==> src/rtl/multi_pulse_generator.sv <==
// multi_pulse_generator
//
// Turns N raw, bouncy pad inputs (buttons/switches) into clean strobes. Each channel
// runs a 2-FF synchroniser, a counter-based debouncer, an edge detector selected by
// edge_mode and a pulse-stretcher FSM. Every qualifying debounced edge produces
// exactly one pulse of PW clk cycles on p.
//
// Ports:
//   clk        system clock, rising edge
//   reset_n    asynchronous active-low reset, released synchronously by the caller
//   trigger    [N]  raw asynchronous inputs, one per channel
//   edge_mode  [2]  00 rising, 01 falling, 10 both, 11 disabled (quasi-static)
//   p          [N]  registered pulse outputs
//   level      [N]  registered debounced level per channel
//
// Optional feature: define MULTI_PULSE_AUTO_REPEAT_EN to add per-channel auto-repeat.
// In mode 00 (held high) or 01 (held low) a repeat pulse fires REPEAT_DELAY cycles after
// the qualifying edge, then every REPEAT_PERIOD cycles, until the level or mode changes.

module multi_pulse_generator #(
  parameter int unsigned N             = 4,
  parameter int unsigned DB_CYCLES     = 16,
  parameter int unsigned PW            = 1,
  parameter int unsigned REPEAT_DELAY  = 1000,
  parameter int unsigned REPEAT_PERIOD = 250
) (
  input  logic         clk,
  input  logic         reset_n,
  input  logic [N-1:0] trigger,
  input  logic [1:0]   edge_mode,
  output logic [N-1:0] p,
  output logic [N-1:0] level
);

  localparam int unsigned DbW = $clog2(DB_CYCLES) + 1;
  localparam int unsigned PwW = (PW > 1) ? $clog2(PW) : 1;

  if (N < 1 || DB_CYCLES < 1 || PW < 1 || REPEAT_DELAY < 1 || REPEAT_PERIOD < PW + 1) begin
    : g_param_check
    $error("multi_pulse_generator: illegal parameter combination");
  end

  typedef enum logic {StIdle, StPulse} state_e;

`ifdef MULTI_PULSE_AUTO_REPEAT_EN
  localparam int unsigned HoldMax = (REPEAT_DELAY > REPEAT_PERIOD) ? REPEAT_DELAY
                                                                   : REPEAT_PERIOD;
  localparam int unsigned HoldW   = $clog2(HoldMax + 1);

  // Previous edge_mode, shared by all channels to detect a mode change.
  logic [1:0] mode_prev_q;

  always_ff @(posedge clk or negedge reset_n) begin
    if (!reset_n) mode_prev_q <= 2'b00;
    else          mode_prev_q <= edge_mode;
  end
`endif

  for (genvar i = 0; i < N; i++) begin : g_ch
    logic           s1_q, s2_q;
    logic [DbW-1:0] db_cnt_q, db_cnt_d;
    logic           level_q, level_d, level_prev_q;
    logic           rise, fall, qual, start;
    state_e         state_q, state_d;
    logic [PwW-1:0] pw_cnt_q, pw_cnt_d;
    logic           p_q;

    // Synchroniser and debouncer state.
    always_ff @(posedge clk or negedge reset_n) begin
      if (!reset_n) begin
        s1_q         <= 1'b0;
        s2_q         <= 1'b0;
        db_cnt_q     <= '0;
        level_q      <= 1'b0;
        level_prev_q <= 1'b0;
      end else begin
        s1_q         <= trigger[i];
        s2_q         <= s1_q;
        db_cnt_q     <= db_cnt_d;
        level_q      <= level_d;
        level_prev_q <= level_q;
      end
    end

    // A sample matching level restarts the count; DB_CYCLES mismatches in a row flip it.
    always_comb begin
      db_cnt_d = '0;
      level_d  = level_q;
      if (s2_q != level_q) begin
        if (db_cnt_q == DbW'(DB_CYCLES - 1)) level_d = ~level_q;
        else                                 db_cnt_d = db_cnt_q + 1'b1;
      end
    end

    // Edges are seen the cycle after level flips, so p rises one cycle after level.
    assign rise = level_q & ~level_prev_q;
    assign fall = ~level_q & level_prev_q;

    always_comb begin
      case (edge_mode)
        2'b00:   qual = rise;
        2'b01:   qual = fall;
        2'b10:   qual = rise | fall;
        default: qual = 1'b0;
      endcase
    end

`ifdef MULTI_PULSE_AUTO_REPEAT_EN
    logic [HoldW-1:0] hold_q, hold_d;
    logic             armed_q, armed_d, rep_q, rep_d, rep_fire;

    always_ff @(posedge clk or negedge reset_n) begin
      if (!reset_n) begin
        hold_q  <= '0;
        armed_q <= 1'b0;
        rep_q   <= 1'b0;
      end else begin
        hold_q  <= hold_d;
        armed_q <= armed_d;
        rep_q   <= rep_d;
      end
    end

    // hold counts cycles since the last (edge or repeat) pulse start; rep selects
    // whether the first delay or the period is the current threshold.
    always_comb begin
      hold_d   = hold_q;
      armed_d  = armed_q;
      rep_d    = rep_q;
      rep_fire = 1'b0;
      if (rise | fall) begin
        armed_d = (edge_mode == 2'b00 && rise) || (edge_mode == 2'b01 && fall);
        hold_d  = armed_d ? HoldW'(1) : '0;
        rep_d   = 1'b0;
      end else if (edge_mode != mode_prev_q) begin
        armed_d = 1'b0;
        hold_d  = '0;
        rep_d   = 1'b0;
      end else if (armed_q) begin
        if (hold_q == (rep_q ? HoldW'(REPEAT_PERIOD) : HoldW'(REPEAT_DELAY))) begin
          rep_fire = 1'b1;
          hold_d   = HoldW'(1);
          rep_d    = 1'b1;
        end else begin
          hold_d = hold_q + 1'b1;
        end
      end
    end

    assign start = qual | rep_fire;
`else
    assign start = qual;
`endif

    // Pulse stretcher: starts while busy are dropped, never queued.
    always_ff @(posedge clk or negedge reset_n) begin
      if (!reset_n) begin
        state_q  <= StIdle;
        pw_cnt_q <= '0;
        p_q      <= 1'b0;
      end else begin
        state_q  <= state_d;
        pw_cnt_q <= pw_cnt_d;
        p_q      <= (state_d == StPulse);
      end
    end

    always_comb begin
      state_d  = state_q;
      pw_cnt_d = pw_cnt_q;
      case (state_q)
        StIdle: begin
          if (start) begin
            state_d  = StPulse;
            pw_cnt_d = '0;
          end
        end
        StPulse: begin
          if (pw_cnt_q == PwW'(PW - 1)) begin
            state_d  = StIdle;
            pw_cnt_d = '0;
          end else begin
            pw_cnt_d = pw_cnt_q + 1'b1;
          end
        end
        default: state_d = StIdle;
      endcase
    end

    assign p[i]     = p_q;
    assign level[i] = level_q;
  end

endmodule

==> config.mk <==
export PLATFORM = sky130hd
export DESIGN_NAME = multi_pulse_generator
export DESIGN_NICKNAME = d
export VERILOG_FILES = /design/src/rtl/multi_pulse_generator.sv
export SDC_FILE = /design/constraint.sdc
export NUM_CORES = 1
export LEC_CHECK = 0
export BUFFER_PORTS_ARGS = -buffer_cell sky130_fd_sc_hd__buf_4
export CAP_MARGIN = 40
export CORE_MARGIN = 1
export CORE_UTILIZATION = 60
export CTS_BUF_LIST = sky130_fd_sc_hd__clkbuf_8
export CTS_CLUSTER_SIZE = 40
export DETAILED_ROUTE_END_ITERATION = 10
export HOLD_SLACK_MARGIN = 0.03
export PLACE_DENSITY = 0.81
export SYNTH_ARGS = -nofsm -noshare
export SYNTH_HDL_FRONTEND = slang
export SYNTH_SLANG_ARGS = --single-unit
==> constraint.sdc <==
create_clock -name clk -period 1.3 [get_ports clk]
set_input_delay 0.26 -clock clk [delete_from_list [all_inputs] [get_ports clk]]
set_output_delay 0.26 -clock clk [all_outputs]
set_load 0.01 [all_outputs]
# After elaboration in Yosys (flattened, before gate mapping)

Index checks and enable logic that the tools add are counted.

Flip-flop bits (word level): 44
Bits of input ports: 8
Output and inout port bits: 8
Logic and storage cells: 115

Add/sub/neg operators: 8
Eq/ne operators: 14
Muxes and demuxes: 36
Bitwise logic cells: 24
Reduce and logical (&&, ||, !) cells: 5

Operators with widths:

| kind                                          | number |
|---|---|
| two-way mux 5 bit                             | 8 |
| adder 5 x 1 -> 5 bit, second input constant   | 4 |
| == test 5 x 4 -> 1 bit, second input constant | 4 |
| two-way mux 1 bit                             | 16 |
| one-hot mux 1 bit (2 select lines)            | 8 |
| inverter 1 bit                                | 12 |
| one-hot mux 1 bit (3 select lines)            | 4 |
| bitwise AND 1 bit                             | 8 |
| != test 2 bit, second input constant          | 4 |
| AND reduction 2 bit                           | 4 |
| adder 1 bit, second input constant            | 4 |
| != test 1 bit                                 | 4 |
| bitwise OR 1 bit                              | 4 |
| == test 2 x 1 -> 1 bit, second input constant | 1 |
| == test 2 bit, second input constant          | 1 |
| zero test 2 bit                               | 1 |

# Logic depth before layout (Yosys ltp)

Gate-level depths: netlist (run 1).

Word-level depth: 6
Gate-level depth with buffers: 5
Gate-level depth less buffers: 5

# Least setup slack after synthesis (run 1)

OpenSTA, ideal clock, no wires.

Kind: reg-to-reg
From: register g_ch[0].level_q
To: register g_ch[0].p_q
Library setup time: 0.073 ns
Data arrival time: 1.120 ns
Required time: 1.227 ns
Slack: 0.107 ns
Cell stages (with the launch flop): 5
Buffers on the path: 0
Clock period less this slack: 1.193 ns
Cell sequence: dfrtp_1 -> inv_1 -> ha_1 -> a211o_1 -> a21oi_2

Longest elaborated chain between the ends: 6
Elaborated cells between the ends (all ways): 7
Classes of those cells: 3 x mux; 4 x bitwise

RTL lines:

| item                                 | RTL line | text |
|---|---|---|
| start, declared                      | 62       | `logic level_q, level_d, level_prev_q;` |
| start signal, assigned               | 80       | `level_q <= level_d;` |
| inverter 1 bit                       | 97       | `assign fall = ~level_q & level_prev_q;` |
| bitwise AND 1 bit                    | 97       |  |
| bitwise OR 1 bit                     | 103      | `2'b10: qual = rise \| fall;` |
| one-hot mux 1 bit (3 select lines) * | 100      | `case (edge_mode)` |
| two-way mux 1 bit *                  | 173      | `if (start) begin` |
| one-hot mux 1 bit (2 select lines) * | 171      | `case (state_q)` |
| named net g_ch[0].state_d            | 64       | `state_e state_q, state_d;` |
| end signal, assigned                 | 164      | `p_q <= (state_d == StPulse);` |
| end, declared                        | 66       | `logic p_q;` |

Mark *: on every way through the listed nets, which the timed path passes. The rest lies on a longest branch.
A chain may end at the register's enable or synchronous reset.

# Worst setup path in the final report (run 1)

From: register g_ch[0].db_cnt_q[0]
To: register g_ch[0].level_q

Longest elaborated chain between the ends: 2

RTL lines:

| item                                 | RTL line | text |
|---|---|---|
| start, declared                      | 61       | `logic [DbW-1:0] db_cnt_q, db_cnt_d;` |
| start signal, assigned               | 79       | `db_cnt_q <= db_cnt_d;` |
| == test 5 x 4 -> 1 bit               | 90       | `if (db_cnt_q == DbW'(DB_CYCLES - 1)) level_d = ~level_q;` |
| AND reduction 2 bit (no source line) | n/a      |  |

No other way between the ends.

==> metrics, run 1 <==
clk root buf=clkbuf_8; vias in the first global route=1082; Detail Placement HPWL=1.80 mm; Layout area overhead=19.0%; Initial Util=66.2%; H-tree lvl count=2; commonest non-fill, non-tap cell in the layout=dfrtp_1; # DRC=0; syn_area_per_cell=11.9 µm²; clock tree from TritonCTS=built; Slew Limit Fails=0; WP data required=1.48 ns; WL per Instance=13.7 µm; Port-buffer cells=15; Pint=1.93 mW; gpl congestion=0.718; CP max stage delay=0.39 ns; largest net degree at the start of global routing=41; crit start category=register; # diodes=0; share of layout cells above drive strength 1=30.1%; initial antenna violation count=0; clock share of power=40.2%; gr ovfl total=0; TritonRoute pass-1 iters=4; CP max-delay cell=dfrtp_1; worst skew pair latency=0.29 ns; sequential area share after synthesis=58.9%; Max Clock Freq=0.800 GHz; DRT iter0 DRCs=25; CTS max path bufs=2; PwrDens=1230 mW/mm²; Nets=185; P_leak=1.01 nW; outcome=complete, no violations; Net Sw Frac=22.1%; core area=0.00257 mm²; fin util=78.8%; DIE HEIGHT=55.2 µm; Final setup viols=0; switching power=0.549 mW; worst-margin pin slew=0.483 ns; max-capacitance violation count=0; vias=1038; CTS Buf Count=5; Net Count, Synth=163; commonest non-fill, non-tap cells in the layout=40 x dfrtp_1, 23 x buf_4, 15 x nor2_1, 12 x xor2_1, 12 x inv_1; Period minus WS final=1.25 ns; Post-Syn Area=0.00170 mm²; worst hold path type=input pin to register; # IOs=16; post-route ant nets=0; Via-to-Cell Ratio=5.30; synth unique cells=19; #FFs+latches synth=40; non-filler instance count after layout=196; total track usage=20.0%; Ys Warns=0; Final Skew=0.00649 ns; row count=18; CP Cell Sequence=ha_2, nand3_4, nor2_2, mux2_2; placed insts=183; slew margin rel.=67.8%; clock sinks=40; Comb power frac=6.3%; final WL=2.69 mm; Chip Width=55.2 µm; Final Hold Fails=0; first-pass GRT wire length=4.64 mm; critical-path maximum fanout=3; WS Path Type=register to register; clk slew on worst S/H paths=0.08 ns; sequential share of power=53.5%; VDD IR-drop max=1.33 mV; final setup TNS=0 ns; Synth Instances=143; die area=0.00305 mm²; CP arrival=1.43 ns; critical path endpoint category=register; final cycle utilization of the critical path=96.2%
==> cell type report <==
type / count / area [µm²]
clock inverter: 3 / 42.5
multi-input combinational: 82 / 646
tap: 30 / 37.5
inverter: 12 / 45.0
clock buffer: 5 / 68.8
fill: 169 / 544
sequential: 40 / 1000
timing repair buffer: 24 / 183
==> per-stage QoR <==
| stage | power (mW) | area [µm²] | hold slack [ns] | setup WS [ns] |
|---|---|---|---|---|
| 2_1_floorplan | 1.42 | 1700 | -0.0356 | 0.107 |
| 4_1_cts | 2.48 | 1930 | 0.0630 | 0.00381 |
| 5_1_grt | 2.60 | 2020 | 0.0583 | -0.0222 |
| 6_report | 2.48 | 2020 | 0.0719 | 0.0494 |
| 3_5_place_dp | 1.48 | 1810 | 0.258 | 0.0129 |
| 3_3_place_gp | 1.47 | 1810 | 0.245 | 0.100 |
==> state kept, by name, indices dropped and copies added (netlist names) <==
register / cells
g_ch.level_q: 4
g_ch.level_prev_q: 4
g_ch.s1_q: 4
g_ch.s2_q: 4
g_ch.p_q: 4
g_ch.db_cnt_q: 20
==> kinds of logic (layout without fill, tap and decap cells) <==
kind of cell / Yosys count / in the layout / synth area share (%)
xor gates and xnor gates: 12 / 12 / 6.18
and+or+nand+nor: 42 / 42 / 11.6
adders and majority gates: 12 / 12 / 8.83
DFF: 40 / 40 / 58.9
buffers and inverters: 21 / 44 / 6.84
muxes: 4 / 4 / 2.65
AOI/OAI and AO/OA: 12 / 12 / 5.00
==> per-layer routing <==
| metal | vias to the layer above | global-route usage, % | share of wire, % |
|---|---|---|---|
| li1 | 499 | - | - |
| met2 | 16 | 33.0 | 52 |
| met1 | 518 | 23.4 | 43 |
| met5 | - | 0 | 0 |
| met3 | 5 | 7.96 | 3.2 |
| met4 | 0 | 7.86 | 1.2 |
==> power by group through the flow <==
stage / registers, mW / logic (mW) / clock network, mW
floorplan: 1.34 / 0.0792 / 0
global placement: 1.34 / 0.124 / 0
detailed placement: 1.35 / 0.133 / 0
CTS: 1.32 / 0.136 / 1.02
global route: 1.33 / 0.179 / 1.08
finish: 1.33 / 0.156 / 0.997
==> path summary, 6_finish.rpt <==
kind,startpoint,to,slack [ns],cells past startpoint
worst min register to register,g_ch[0].s1_q,g_ch[0].s2_q,0.35,0
min in group asynchronous,reset_n,g_ch[0].p_q,0.47,2
worst max-delay path,g_ch[0].db_cnt_q[0],g_ch[0].level_q,0.05,4
worst max register to register,g_ch[0].db_cnt_q[0],g_ch[0].level_q,0.05,4
max in group asynchronous,reset_n,g_ch[1].db_cnt_q[2],0.49,2
worst min-delay path,trigger[1],g_ch[1].s1_q,0.07,1
==> critical path, delay by kind of cell, from the launching register on <==
kind / cells / cell delay (ns)
multiplexers: 1 / 0.33
AND/OR/NAND/NOR: 2 / 0.20
adder cells (fa/ha/maj): 1 / 0.23
flip-flops: 1 / 0.39
==> repair_timing <==
item / in CTS / in global routing
resized for setup: 0 / 17
setup endpoints to repair: 0 / 16
hold endpoints to repair: 40 / 0
hold buffers: 1 / 0
setup buffers: 0 / 4
==> synthesized netlist by cell type <==
| cell type | instances | area, µm² |
|---|---|---|
| and2_1 | 4 | 25.0 |
| o21ai_0 | 4 | 20.0 |
| a21oi_2 | 3 | 26.3 |
| nand2_1 | 4 | 15.0 |
| mux2_2 | 4 | 45.0 |
| nand3_1 | 8 | 40.0 |
| nand2b_1 | 2 | 12.5 |
| and3_1 | 4 | 25.0 |
| nor2_1 | 19 | 71.3 |
| buf_6 | 1 | 11.3 |
| ha_1 | 12 | 150 |
| a21oi_1 | 1 | 5.00 |
| and2b_2 | 1 | 8.76 |
| xor2_1 | 12 | 105 |
| dfrtp_1 | 40 | 1000 |
| inv_1 | 12 | 45.0 |
| a211o_1 | 3 | 26.3 |
| buf_4 | 8 | 60.1 |
| a21o_1 | 1 | 7.51 |
No activity file was read; power rests on OpenSTA's default activity.
==> run 2, diff against run 1 <==
- CELL_PAD_IN_SITES_DETAIL_PLACEMENT: default -> 0
- CELL_PAD_IN_SITES_GLOBAL_PLACEMENT: default -> 1
- CORE_MARGIN: 1 -> 3
- CORE_UTILIZATION: 60 -> 49
- PLACE_DENSITY: 0.81 -> default
- PLACE_DENSITY_LB_ADDON: default -> 0.1
==> run 2 against run 1 <==
Compared with the run above: sequential cell count unchanged; count of clock-buffer cells in the layout unchanged; critical endpoint unchanged; worst hold slack about the same; largest power group unchanged; clock skew down 0.0033 ns.
==> metrics, run 2 (synthesized netlist as in run 1, its figures left out) <==
outcome=complete, no violations; number of flip-flops in the largest register=20; final setup TNS=0 ns; fin util=64.3%; WHS=0.0716 ns; critical-path maximum fanout=3; commonest non-fill, non-tap cell in the layout=dfrtp_1; worst hold path type=input pin to register; critical path endpoint category=register; clock tree from TritonCTS=built; FF+latch area=0.00100 mm²; DIE HEIGHT=64.9 µm; Hold Path Depth=1; worst-margin pin slew=0.480 ns; crit start category=register; die area=0.00421 mm²; WL per Instance=12.3 µm; Nets=186; Max Clock Freq=0.811 GHz; P_leak=1.03 nW; commonest non-fill, non-tap cells in the layout=40 x dfrtp_1, 24 x buf_4, 16 x nor2_1, 12 x xor2_1, 12 x inv_1; vias=1002; DRT iter0 DRCs=65; clk slew on worst S/H paths=0.07 ns; Initial Util=53.5%; core area=0.00318 mm²; slew margin rel.=68.0%; clock sinks=40; # IOs=16; final WL=2.58 mm; Multi-input gate area=623 µm²; Detail Placement HPWL=1.73 mm; TritonRoute pass-1 iters=4; number of filler instances in the final layout=260; first-pass GRT wire length=4.49 mm; WP data required=1.47 ns; Final Skew=0.00321 ns; share of layout cells above drive strength 1=28.9%; post-route ant nets=0; CP arrival=1.41 ns; Layout area overhead=20.2%; Slew Limit Fails=0; RSZ-0062 raised after global routing=true; final worst slack=0.0677 ns; CTS max path bufs=2; non-filler instance count after layout=210; CTS Buf Count=5; Most flops, register=g_ch.db_cnt_q; PwrDens=1290 mW/mm²; placed insts=197; gpl congestion=0.740; Port-buffer cells=15; Final Hold Fails=0; # diodes=0; initial antenna violation count=0; clk root buf=clkbuf_8; # DRC=0; R2R depth=4; worst skew pair latency=0.29 ns; VDD IR-drop max=0.739 mV; Final setup viols=0; total track usage=14.3%; Chip Width=64.9 µm; Via-to-Cell Ratio=4.77; row count=20; vias in the first global route=1054; gr ovfl total=0; final cycle utilization of the critical path=94.8%; WS Path Type=register to register; Period minus WS final=1.23 ns; largest net degree at the start of global routing=41; max-capacitance violation count=0; H-tree lvl count=2; DP Worst Slack=0.00398 ns
==> run 2: cell count changes in the layout (fill, tap and decap cells not counted) <==
cell	change
buf_4	+1
nand3_4	-2
bufinv_16	+1
clkinv_2	-1
nand3_1	+1
nor2_2	-1
nor2_1	+1
o21ai_1	-2
clkinvlp_4	-1
o21ai_0	+2
nand3_2	+1
==> run 2: cell type report <==
class	count	area share [%]
clock buffer	5	3.37
clock inverter	2	2.94
inverter	12	2.20
multi-input combinational	82	30.5
sequential	40	49.0
tap	44	2.69
timing repair buffer	25	9.31
==> run 2: path summary, 6_finish.rpt <==
check	start	slack [ns]	endpoint
worst min register to register	g_ch[0].s1_q	0.35	g_ch[0].s2_q
min in group asynchronous	reset_n	0.47	g_ch[3].level_q
max in group asynchronous	reset_n	0.50	g_ch[0].level_prev_q
worst min-delay path	trigger[1]	0.07	g_ch[1].s1_q
worst max register to register	g_ch[0].db_cnt_q[0]	0.07	g_ch[0].level_q
worst max-delay path	g_ch[0].db_cnt_q[0]	0.07	g_ch[0].level_q
==> run 2: timing repair <==
item | in CTS | in global routing
endpoints found under the setup margin | 1 | 13
resized for setup | 1 | 10
setup buffers | 1 | 4
pin swaps | 1 | 5
hold buffers | 1 | 0
endpoints found under the hold margin | 40 | 0
==> run 2: power breakdown <==
| part | internal [mW] | switching [mW] | total, mW |
|---|---|---|---|
| sequential | 1.29 | 0.0346 | 1.33 |
| clock | 0.755 | 0.399 | 1.15 |
| combinational | 0.0764 | 0.0809 | 0.157 |
| total | 2.12 | 0.515 | 2.64 |
==> run 2: per-stage QoR <==
stage	power, mW	instance area [µm²]
after floorplan	1.42	1700
after global placement	1.47	1830
after detailed placement	1.48	1830
after CTS	2.65	1980
after global routing	2.76	2040
final	2.64	2040
==> run 2: worst max-delay path, cell delays in order (launching register included) <==
cell,delay [ns]
dfrtp_1,0.41
ha_4,0.16
nand3_2,0.10
nor2_2,0.12
mux2_2,0.33
==> run 2: layer usage <==
metal	global-route usage, %	wire [µm]
met4	6.33	55
met5	0	0
met3	6.41	133
met2	23.4	1250
met1	15.9	1150
==> run 3, diff against run 2 <==
- CORE_UTILIZATION: 49 -> 45
==> run 3 against run 2 <==
Compared with the run above: first-iteration DRC count decreased by 65%; combinational power decreased by 6%; critical path depth unchanged; core utilization decreased by 7.0 points; worst hold slack improved by 0.012 ns; global-route usage decreased by 1.4 points; via count decreased by 0.20%; clock power decreased by 30%.
==> metrics, run 3 (synthesized netlist as in run 1, its figures left out) <==
outcome=complete, no violations; placed insts=199; CTS max path bufs=2; Hold Path Depth=1; Port-buffer cells=15; CP startpoint=g_ch[2].db_cnt_q[0]; final WL=2.42 mm; Most flops, register=g_ch.db_cnt_q; clock sinks=40; share of layout cells above drive strength 1=28.0%; CP max-delay cell=dfrtp_1; Final Skew=0.00615 ns; clock tree from TritonCTS=built; crit-path leading delay family=flip-flops; worst-margin pin slew=0.482 ns; vias in the first global route=1006; # diodes=0; Final Hold Fails=0; Final setup viols=0; RSZ-0062 raised after global routing=true; row count=21; worst skew pair latency=0.28 ns; initial antenna violation count=0; Nets=183; H-tree lvl count=2; Detail Placement HPWL=1.70 mm; worst hold path type=input pin to register; DRT iter0 DRCs=23; crit start category=register; total track usage=12.9%; Chip Width=67.5 µm; Pwr Total=2.28 mW; Max Clock Freq=0.819 GHz; # DRC=0; CP arrival=1.39 ns; TritonRoute pass-1 iters=2; DIE HEIGHT=67.5 µm; commonest non-fill, non-tap cells in the layout=40 x dfrtp_1, 21 x buf_4, 16 x nor2_1, 14 x inv_1, 12 x xor2_1; CTS Buf Count=5; vias=1000; clk slew on worst S/H paths=0.07 ns; worst reg2reg path endpoint=g_ch[2].level_q; number of flip-flops in the largest register=20; die area=0.00455 mm²; WP data required=1.47 ns; PwrDens=1140 mW/mm²; FF-to-FF Start=g_ch[2].db_cnt_q[0]; Crit path depth=4; post-route ant nets=0; number of filler instances in the final layout=308; max-capacitance violation count=0; commonest non-fill, non-tap cell in the layout=dfrtp_1; Initial Util=48.7%; critical path endpoint category=register; final cycle utilization of the critical path=93.9%; core area=0.00349 mm²; CP max stage delay=0.36 ns; VDD IR-drop max=0.729 mV; worst path buffer plus inverter count=0; fin util=57.3%; P_leak=1.00 nW; WL per Instance=11.5 µm; R2R depth=4; critical-path maximum fanout=3; Via-to-Cell Ratio=4.76; Layout area overhead=17.7%; Period minus WS final=1.22 ns; gpl congestion=0.743; Slew Limit Fails=0; # IOs=16; first-pass GRT wire length=4.35 mm; non-filler instance count after layout=210; slew margin rel.=67.9%; CP endpoint=g_ch[2].level_q; WHS=0.0840 ns; final setup TNS=0 ns; CP Cell Sequence=ha_2, nand3_2, nor2_1, mux2_2; WS Path Type=register to register; gr ovfl total=0; reg2reg setup slack=0.08 ns; clk root buf=clkbuf_8; largest net degree at the start of global routing=41
-- run 3: timing repair --
item	CTS	global route
buffers inserted	0	2
setup endpoints to repair	0	14
hold buffers	1	0
resized for setup	0	16
endpoints found under the hold margin	40	0
-- run 3: power by group --
part	total, mW	switching, mW	leakage (nW)	internal, mW
Sequential	1.33	0.0365	0.529	1.29
Combinational	0.148	0.0773	0.421	0.0703
Clock	0.801	0.384	0.0538	0.417
Total	2.28	0.498	1.00	1.78
-- run 3: stage by stage --
stage | setup WS (ns) | cell area (µm²)
4_1_cts | 0.0387 | 1930
3_5_place_dp | 0.0482 | 1830
2_1_floorplan | 0.107 | 1700
6_report | 0.0793 | 2000
5_1_grt | -0.0119 | 2000
3_3_place_gp | 0.0844 | 1830
-- run 3: layout make-up --
| class | count | area (µm²) | share of cell area, % |
|---|---|---|---|
| clock buffers | 6 | 82.6 | 4.13 |
| clock inverters | 2 | 7.51 | 0.375 |
| inverters | 12 | 45.0 | 2.25 |
| multi-input cells | 82 | 641 | 32.0 |
| flip-flops and latches | 40 | 1000 | 50.0 |
| well taps | 46 | 57.6 | 2.88 |
| repair buffers | 22 | 168 | 8.38 |
-- run 3: worst min path at each step --
stage,start,endpoint,slack (ns)
2_1_floorplan,reset_n,g_ch[0].db_cnt_q[0],-0.04
3_3_place_gp,reset_n,g_ch[3].s2_q,0.26
3_5_place_dp,reset_n,g_ch[3].level_q,0.26
4_1_cts,trigger[1],g_ch[1].s1_q,0.07
5_1_grt,trigger[1],g_ch[1].s1_q,0.07
6_report,trigger[1],g_ch[1].s1_q,0.08
-- run 3: worst reg2reg max path, delay by kind of cell (launching register included) --
| kind | cells | cell delay, ns |
|---|---|---|
| multiplexers | 1 | 0.34 |
| flip-flops | 1 | 0.36 |
| AND/OR/NAND/NOR | 2 | 0.21 |
| adder cells (fa/ha/maj) | 1 | 0.20 |
-- run 3: layer usage --
layer	vias up	global-route usage (%)	share of wire, %
met1	488	16.9	47
met3	4	3.66	4.5
li1	492	-	-
met5	-	0	0
met4	0	6.08	1.5
met2	16	19.6	47
